File: src/rtl/axil_axis_fifo_ctrl.sv
`default_nettype none
// ============================================================================
// Module : axil_axis_fifo_ctrl
// Brief  : AXI4-Lite register front end that queues channel-tagged control
//          words into a FIFO draining to an AXI-Stream master port.
// Rev    : 1.0  initial release
// ============================================================================
module axil_axis_fifo_ctrl #(
  parameter  int AXI_DATA_WIDTH = 32,
  parameter  int AXI_ADDR_WIDTH = 10,
  parameter  int FIFO_DEPTH     = 16,
  parameter  int NUM_CHANNELS   = 4,
  localparam int c_TDW          = (NUM_CHANNELS > 1) ? $clog2(NUM_CHANNELS) : 1
) (
  input  logic                      s_axi_aclk,
  input  logic                      s_axi_areset,
  input  logic [AXI_ADDR_WIDTH-1:0] s_axi_awaddr,
  input  logic                      s_axi_awvalid,
  output logic                      s_axi_awready,
  input  logic [AXI_DATA_WIDTH-1:0] s_axi_wdata,
  input  logic                      s_axi_wvalid,
  output logic                      s_axi_wready,
  output logic [1:0]                s_axi_bresp,
  output logic                      s_axi_bvalid,
  input  logic                      s_axi_bready,
  input  logic [AXI_ADDR_WIDTH-1:0] s_axi_araddr,
  input  logic                      s_axi_arvalid,
  output logic                      s_axi_arready,
  output logic [AXI_DATA_WIDTH-1:0] s_axi_rdata,
  output logic [1:0]                s_axi_rresp,
  output logic                      s_axi_rvalid,
  input  logic                      s_axi_rready,
  output logic [AXI_DATA_WIDTH-1:0] m_axis_tdata,
  output logic [c_TDW-1:0]          m_axis_tdest,
  output logic                      m_axis_tvalid,
  input  logic                      m_axis_tready
);

  localparam int c_PW = $clog2(FIFO_DEPTH);
  localparam int c_CW = c_PW + 1;
  localparam int c_EW = c_TDW + AXI_DATA_WIDTH;

  localparam logic [1:0] c_OKAY   = 2'b00;
  localparam logic [1:0] c_SLVERR = 2'b10;
  localparam logic [1:0] c_DECERR = 2'b11;

  localparam logic [AXI_ADDR_WIDTH-1:0] c_ADDR_STATUS  = AXI_ADDR_WIDTH'(32'h100);
  localparam logic [AXI_ADDR_WIDTH-1:0] c_ADDR_CONTROL = AXI_ADDR_WIDTH'(32'h104);
  localparam logic [AXI_ADDR_WIDTH-1:0] c_ADDR_DEPTH   = AXI_ADDR_WIDTH'(32'h108);
  localparam logic [c_CW-1:0]           c_FULL_COUNT   = c_CW'(FIFO_DEPTH);
  localparam logic [6:0]                c_NUM_CH       = 7'(NUM_CHANNELS);

  typedef enum logic [1:0] {
    W_IDLE = 2'd0,
    W_EXEC = 2'd1,
    W_RESP = 2'd2
  } wstate_t;

  typedef enum logic [0:0] {
    R_IDLE = 1'b0,
    R_RESP = 1'b1
  } rstate_t;

  wstate_t r_wstate, w_wstate_nxt;
  rstate_t r_rstate, w_rstate_nxt;

  logic                      r_aw_held;
  logic                      r_w_held;
  logic [AXI_ADDR_WIDTH-1:0] r_awaddr;
  logic [AXI_DATA_WIDTH-1:0] r_wdata;
  logic                      r_bvalid;
  logic [1:0]                r_bresp;
  logic                      r_rvalid;
  logic [1:0]                r_rresp;
  logic [AXI_DATA_WIDTH-1:0] r_rdata;

  logic [c_EW-1:0]           r_mem [FIFO_DEPTH];
  logic [c_PW-1:0]           r_wr_ptr;
  logic [c_PW-1:0]           r_rd_ptr;
  logic [c_CW-1:0]           r_count;
  logic                      r_ovf;

  logic                      w_aw_hs;
  logic                      w_w_hs;
  logic                      w_ar_hs;
  logic                      w_empty;
  logic                      w_full;
  logic                      w_pop;
  logic                      w_push;
  logic                      w_flush;
  logic                      w_set_ovf;
  logic                      w_clr_ovf;
  logic [1:0]                w_bresp_nxt;
  logic [AXI_ADDR_WIDTH-1:0] w_waddr;
  logic [AXI_ADDR_WIDTH-1:0] w_raddr;
  logic [5:0]                w_ch;
  logic                      w_ch_ok;
  logic [c_EW-1:0]           w_head;
  logic [AXI_DATA_WIDTH-1:0] w_status;
  logic [AXI_DATA_WIDTH-1:0] w_rdata_nxt;
  logic [1:0]                w_rresp_nxt;
  logic                      w_unused;

  // Registers are word-addressed; byte-lane bits never select anything.
  assign w_waddr  = {r_awaddr[AXI_ADDR_WIDTH-1:2], 2'b00};
  assign w_raddr  = {s_axi_araddr[AXI_ADDR_WIDTH-1:2], 2'b00};
  assign w_unused = &{1'b0, r_awaddr[1:0], s_axi_araddr[1:0]};

  assign s_axi_awready = ~r_aw_held;
  assign s_axi_wready  = ~r_w_held;
  assign s_axi_arready = (r_rstate == R_IDLE);
  assign s_axi_bvalid  = r_bvalid;
  assign s_axi_bresp   = r_bresp;
  assign s_axi_rvalid  = r_rvalid;
  assign s_axi_rresp   = r_rresp;
  assign s_axi_rdata   = r_rdata;

  assign w_aw_hs = s_axi_awvalid & ~r_aw_held;
  assign w_w_hs  = s_axi_wvalid & ~r_w_held;
  assign w_ar_hs = s_axi_arvalid & (r_rstate == R_IDLE);

  assign w_empty  = (r_count == '0);
  assign w_full   = (r_count == c_FULL_COUNT);
  assign w_pop    = m_axis_tvalid & m_axis_tready;
  assign w_ch     = r_awaddr[7:2];
  assign w_ch_ok  = ({1'b0, w_ch} < c_NUM_CH);
  assign w_head   = r_mem[r_rd_ptr];
  assign w_status = AXI_DATA_WIDTH'({13'd0, r_ovf, w_empty, w_full, 16'(r_count)});

  assign m_axis_tvalid = ~w_empty;
  assign m_axis_tdata  = m_axis_tvalid ? w_head[AXI_DATA_WIDTH-1:0] : '0;
  assign m_axis_tdest  = m_axis_tvalid ? w_head[c_EW-1:AXI_DATA_WIDTH] : '0;

  // ---------------------------------------------------------------- write FSM
  always_ff @(posedge s_axi_aclk) begin
    if (s_axi_areset) begin
      r_wstate <= W_IDLE;
    end else begin
      r_wstate <= w_wstate_nxt;
    end
  end

  always_comb begin
    w_wstate_nxt = r_wstate;
    w_push       = 1'b0;
    w_flush      = 1'b0;
    w_set_ovf    = 1'b0;
    w_clr_ovf    = 1'b0;
    w_bresp_nxt  = c_DECERR;
    case (r_wstate)
      W_IDLE: begin
        if ((r_aw_held | s_axi_awvalid) && (r_w_held | s_axi_wvalid)) begin
          w_wstate_nxt = W_EXEC;
        end
      end
      W_EXEC: begin
        w_wstate_nxt = W_RESP;
        if (r_awaddr[AXI_ADDR_WIDTH-1:8] == '0) begin
          if (w_ch_ok) begin
            // Fullness is judged on the pre-edge count, ignoring any concurrent pop.
            if (w_full) begin
              w_set_ovf   = 1'b1;
              w_bresp_nxt = c_SLVERR;
            end else begin
              w_push      = 1'b1;
              w_bresp_nxt = c_OKAY;
            end
          end
        end else if (w_waddr == c_ADDR_CONTROL) begin
          w_flush     = r_wdata[0];
          w_clr_ovf   = r_wdata[1];
          w_bresp_nxt = c_OKAY;
        end
      end
      W_RESP: begin
        if (s_axi_bready) begin
          w_wstate_nxt = W_IDLE;
        end
      end
      default: w_wstate_nxt = W_IDLE;
    endcase
  end

  always_ff @(posedge s_axi_aclk) begin
    if (s_axi_areset) begin
      r_aw_held <= 1'b0;
      r_w_held  <= 1'b0;
      r_awaddr  <= '0;
      r_wdata   <= '0;
      r_bvalid  <= 1'b0;
      r_bresp   <= c_OKAY;
    end else begin
      if (w_aw_hs) begin
        r_aw_held <= 1'b1;
        r_awaddr  <= s_axi_awaddr;
      end
      if (w_w_hs) begin
        r_w_held <= 1'b1;
        r_wdata  <= s_axi_wdata;
      end
      if (r_wstate == W_EXEC) begin
        r_bvalid <= 1'b1;
        r_bresp  <= w_bresp_nxt;
      end else if ((r_wstate == W_RESP) && s_axi_bready) begin
        r_bvalid  <= 1'b0;
        r_aw_held <= 1'b0;
        r_w_held  <= 1'b0;
      end
    end
  end

  // ----------------------------------------------------------------- read FSM
  always_ff @(posedge s_axi_aclk) begin
    if (s_axi_areset) begin
      r_rstate <= R_IDLE;
    end else begin
      r_rstate <= w_rstate_nxt;
    end
  end

  always_comb begin
    w_rstate_nxt = r_rstate;
    w_rdata_nxt  = '0;
    w_rresp_nxt  = c_DECERR;
    case (r_rstate)
      R_IDLE: begin
        if (s_axi_arvalid) begin
          w_rstate_nxt = R_RESP;
        end
        if (w_raddr == c_ADDR_STATUS) begin
          w_rdata_nxt = w_status;
          w_rresp_nxt = c_OKAY;
        end else if (w_raddr == c_ADDR_DEPTH) begin
          w_rdata_nxt = AXI_DATA_WIDTH'(FIFO_DEPTH);
          w_rresp_nxt = c_OKAY;
        end
      end
      R_RESP: begin
        if (s_axi_rready) begin
          w_rstate_nxt = R_IDLE;
        end
      end
      default: w_rstate_nxt = R_IDLE;
    endcase
  end

  always_ff @(posedge s_axi_aclk) begin
    if (s_axi_areset) begin
      r_rvalid <= 1'b0;
      r_rdata  <= '0;
      r_rresp  <= c_OKAY;
    end else if (w_ar_hs) begin
      r_rvalid <= 1'b1;
      r_rdata  <= w_rdata_nxt;
      r_rresp  <= w_rresp_nxt;
    end else if (r_rvalid && s_axi_rready) begin
      r_rvalid <= 1'b0;
    end
  end

  // --------------------------------------------------------------------- FIFO
  always_ff @(posedge s_axi_aclk) begin
    if (w_push) begin
      r_mem[r_wr_ptr] <= {w_ch[c_TDW-1:0], r_wdata};
    end
  end

  always_ff @(posedge s_axi_aclk) begin
    if (s_axi_areset) begin
      r_wr_ptr <= '0;
      r_rd_ptr <= '0;
      r_count  <= '0;
    end else if (w_flush) begin
      r_wr_ptr <= '0;
      r_rd_ptr <= '0;
      r_count  <= '0;
    end else begin
      if (w_push) begin
        r_wr_ptr <= r_wr_ptr + c_PW'(1);
      end
      if (w_pop) begin
        r_rd_ptr <= r_rd_ptr + c_PW'(1);
      end
      r_count <= r_count + c_CW'(w_push) - c_CW'(w_pop);
    end
  end

  always_ff @(posedge s_axi_aclk) begin
    if (s_axi_areset) begin
      r_ovf <= 1'b0;
    end else if (w_set_ovf) begin
      r_ovf <= 1'b1;
    end else if (w_clr_ovf) begin
      r_ovf <= 1'b0;
    end
  end

endmodule
`default_nettype wire
File: config.mk
export PLATFORM = sky130hd
export DESIGN_NAME = axil_axis_fifo_ctrl
export DESIGN_NICKNAME = d
export VERILOG_FILES = /design/src/rtl/axil_axis_fifo_ctrl.sv
export SDC_FILE = /design/constraint.sdc
export NUM_CORES = 1
export LEC_CHECK = 0
export ABC_AREA = 1
export CAP_MARGIN = 5
export CORE_ASPECT_RATIO = 1.75
export CORE_MARGIN = 2
export CORE_UTILIZATION = 30
export DETAILED_ROUTE_END_ITERATION = 16
export PLACE_DENSITY = 0.46
export SETUP_SLACK_MARGIN = 0.05
export SKIP_LAST_GASP = 1
export SYNTH_ARGS = -nofsm -noshare
export SYNTH_HDL_FRONTEND = slang
export SYNTH_SLANG_ARGS = --single-unit
File: constraint.sdc
create_clock -name s_axi_aclk -period 5.85 [get_ports s_axi_aclk]
set_clock_uncertainty 0.1 [all_clocks]
set_input_delay 1.17 -clock s_axi_aclk [delete_from_list [all_inputs] [get_ports s_axi_aclk]]
set_output_delay 1.17 -clock s_axi_aclk [all_outputs]
set_load 0.05 [all_outputs]
==> results of run 1 <==
worst max-delay path by stage:
| stage | endpoint | slack (ns) | from | cells past startpoint |
|---|---|---|---|---|
| after floorplan | m_axis_tdata[10] | 2.20 | r_count[2] | 6 |
| after global placement | m_axis_tdata[30] | 1.44 | register | 8 |
| after detailed placement | m_axis_tdata[30] | 1.42 | register | 8 |
| after CTS | m_axis_tdata[30] | 0.75 | register | 8 |
| after global routing | m_axis_tdata[30] | 0.58 | register | 8 |
| final | m_axis_tdata[0] | 0.78 | register | 8 |
registers in the layout (all words and copies together) (netlist names), named ones only:
register      cells
r_ovf             1
s_axi_bvalid      1
r_aw_held         1
s_axi_bresp       2
r_wstate          2
r_wdata          32
s_axi_rdata       8
r_wr_ptr          4
r_rstate          1
s_axi_rvalid      1
s_axi_rresp       1
r_count           5
r_awaddr          8
r_mem           544
r_w_held          1
r_rd_ptr          4
layer usage:
layer / vias to the layer above / routed length (µm)
li1: 7806 / -
met1: 8189 / 29400
met2: 521 / 36800
met3: 96 / 3740
met4: 0 / 1780
met5: - / 0
area by class of cell:
type	count	area, µm²
tap	1065	1330
clock inverter	20	166
clock buffer	87	1710
fill	8251	54000
sequential	620	17900
inverter	46	180
timing repair buffer	145	1430
multi-input combinational	1431	6380
where the power goes:
part / switching (µW) / internal [µW]
Clock: 1650 / 2100
Combinational: 2030 / 824
Sequential: 132 / 4900
Total: 3810 / 7830
kinds of logic after synthesis:
group	count (synthesis)	synth area share, %
fa+ha+maj	12	0.629
other cells	1	0.0150
simple gates	1278	21.6
xor+xnor	4	0.140
flops	620	71.3
compound gates	113	2.29
buf+inv	202	4.08
critical path, delay by kind of cell, from the launching register on:
family	cells	cell delay [ns]
buffers and inverters	2	1.79
and+or+nand+nor	5	0.48
AOI/OAI and AO/OA	1	0.40
DFF	1	0.38
stage by stage:
step / cells / area, µm² / utilization, % / setup WS (ns) / total power, µW
final: 3414 / 29100 / 35.0 / 0.775 / 11600
after global routing: 3414 / 29100 / 35.0 / 0.581 / 12200
after CTS: 3414 / 29100 / 35.0 / 0.745 / 11800
after detailed placement: 3307 / 27200 / 32.8 / 1.42 / 8020
after global placement: 3307 / 27200 / 32.8 / 1.44 / 7990
after floorplan: 2253 / 25100 / - / 2.20 / 7060
synthesized netlist by cell type (all sizes together), types with 4 or more instances:
cell type / count
a21oi: 68
buf: 113
clkbuf: 43
dfxtp: 76
edfxtp: 544
ha: 11
inv: 43
nand2: 725
nand3: 430
nand3b: 4
nand4: 8
nor2: 103
o21ai: 43
or2: 4
==> summary.txt, run 1 <==
Worst setup path
  • R2r setup slk: approximately 2.4 ns
  • R2R cell count: 7
  • WP data required: around 4.6 ns
  • CP max stage delay: between 0.9 and 1 ns
  • Cell mode on critical path: nand2_1
  • Worst R2R End: r_mem[1][4]
  • RR Startpoint: r_wstate[0]
  • Crit Path Class: reg -> out
  • CP Data Arrival Time: between 3 and 4 ns
  • Crit. End Element: output port
  • Crit-path cells: buf_4 -> nand2_1 -> nand3_1 -> nand3_1 -> nand2_1 -> nand2_1 -> a21oi_1 -> clkdlybuf4s50_1
  • Critical Path Slowest Stage Cell: clkdlybuf4s50_1
  • Startpoint types: register
  • Critical path peak fanout: 104

Detailed routing
  • Vias per inst: 4.87
  • DRC Markers: 0
  • Final wirelength: 71,700 µm
  • Post-route ant nets: 0
  • Wire length per cell: 21.0 µm
  • DR iter-0 viols: around 1,100
  • Vias: ~17,000
  • Drt first pass iters: 7

STA
  • Fmax: between 150 and 200 MHz
  • Worst-Margin Slew: about 1.3 ns
  • Final worst-path cycle share: 86.7%
  • Total Neg Setup Slack: 0 ns
  • Slew Viols, Final: 0
  • Tmin final: 5.07 ns
  • Slew headroom: between 10% and 20%
  • Final-report setup violation count: 0
  • RSZ-0062 raised after global routing: false
  • Fin. Hold Viols: 0
  • Min Hold Slack: 0.364 ns

Hold path
  • HP Class: reg -> reg
  • Hold-critical path depth: 2
  • WHS Endpoint: r_awaddr[9]
  • Worst hold start: r_awaddr[9]

Outcome
  • Run status: complete, no violations

Floorplanning
  • Die area: about 0.086 mm²
  • Die width: 222 µm
  • Starting Density: 30.2%
  • Core area: 0.0830 mm²
  • Rows: 140
  • Die extent in y: 386 µm
  • Top Ports: 136

Clock tree
  • Number of CTS-inserted buffers: 57
  • Clock transition at path regs: 0.06 ns
  • TritonCTS clock tree: built
  • Sink Count: 620
  • CTS Buffer Depth: 3
  • Worst-skew pair later-pin latency: 0.62 ns
  • Post-CTS Resized: 0
  • Hold_buf cts: 0
  • H-tree levels: 2
  • Clk root buf: clkbuf_16
  • Post-CTS Setup Bufs: 0

Synthesis
  • Syn avg cell area: 11.2 µm²
  • Synth top area share: 65.2%
  • FF+latch count, synth: slightly above 600
  • Synthesized instance count: approximately 2,200
  • Post-synthesis sequential area ratio: between 70 and 80%
  • Yosys Warn Count: 0
  • Leading area contributor after synthesis: edfxtp_1
  • Fraction of registers with async set/reset: 0%
  • EDFF count, synth: about 540
  • Area of the mapped netlist: 0.0250 mm²
  • Top FF cell, synth: edfxtp_1
  • Netlist cell types: 30
  • Area contributors post-synth: edfxtp_1 65%, nand2_1 11%, nand3_1 8.6%

Flow run
  • Maxcap violations: 0

Pwr
  • Pwr dens: around 400 mW/mm²
  • Peak VDD IR: 0.218 mV
  • Pleak: approximately 0.010 µW

Cells and area
  • Antenna Cells: 0
  • Leading cell type in the layout, fill and taps excluded: nand2_1
  • Fin nets: 2,373
  • Most frequent cells in the layout: 725 x nand2_1, 544 x edfxtp_1, 430 x nand3_1
  • Layout cells sized above 1: roughly 7%
  • Area growth syn-to-layout: 16.1%

GRT
  • GR peak layer: met2
  • Total gr overflow: 0
  • All-Layer GR Usage: 16.6%
  • Initial antenna violation count: 0
  • Vias in the first global route: 16,521
  • Largest net degree at the start of global routing: about 110
  • GRT met1 Usage: 20.5%
  • First-pass GRT wire length: 106,000 µm
  • M3 GR Usage: 2.03%
  • Met2 usage: 30.3%

Place
  • DPL Wire Length: 37,400 µm
  • Routability cong.: 0.721
  • Port Buffer Count: 107
No activity file was read; power rests on OpenSTA's default activity.
==> run 2, diff against run 1 <==
--- a/config.mk
+++ b/config.mk
@@ -10,6 +10,7 @@
 export CORE_ASPECT_RATIO = 1.75
 export CORE_MARGIN = 2
 export CORE_UTILIZATION = 30
+export CTS_CLUSTER_DIAMETER = 200
 export DETAILED_ROUTE_END_ITERATION = 16
 export PLACE_DENSITY = 0.46
 export SETUP_SLACK_MARGIN = 0.05
@@ -17,3 +18,4 @@
 export SYNTH_ARGS = -nofsm -noshare
 export SYNTH_HDL_FRONTEND = slang
 export SYNTH_SLANG_ARGS = --single-unit
+export TNS_END_PERCENT = 50
==> results of run 2 <==
The final DEF is identical to that of run 1; final timing and power are the same.
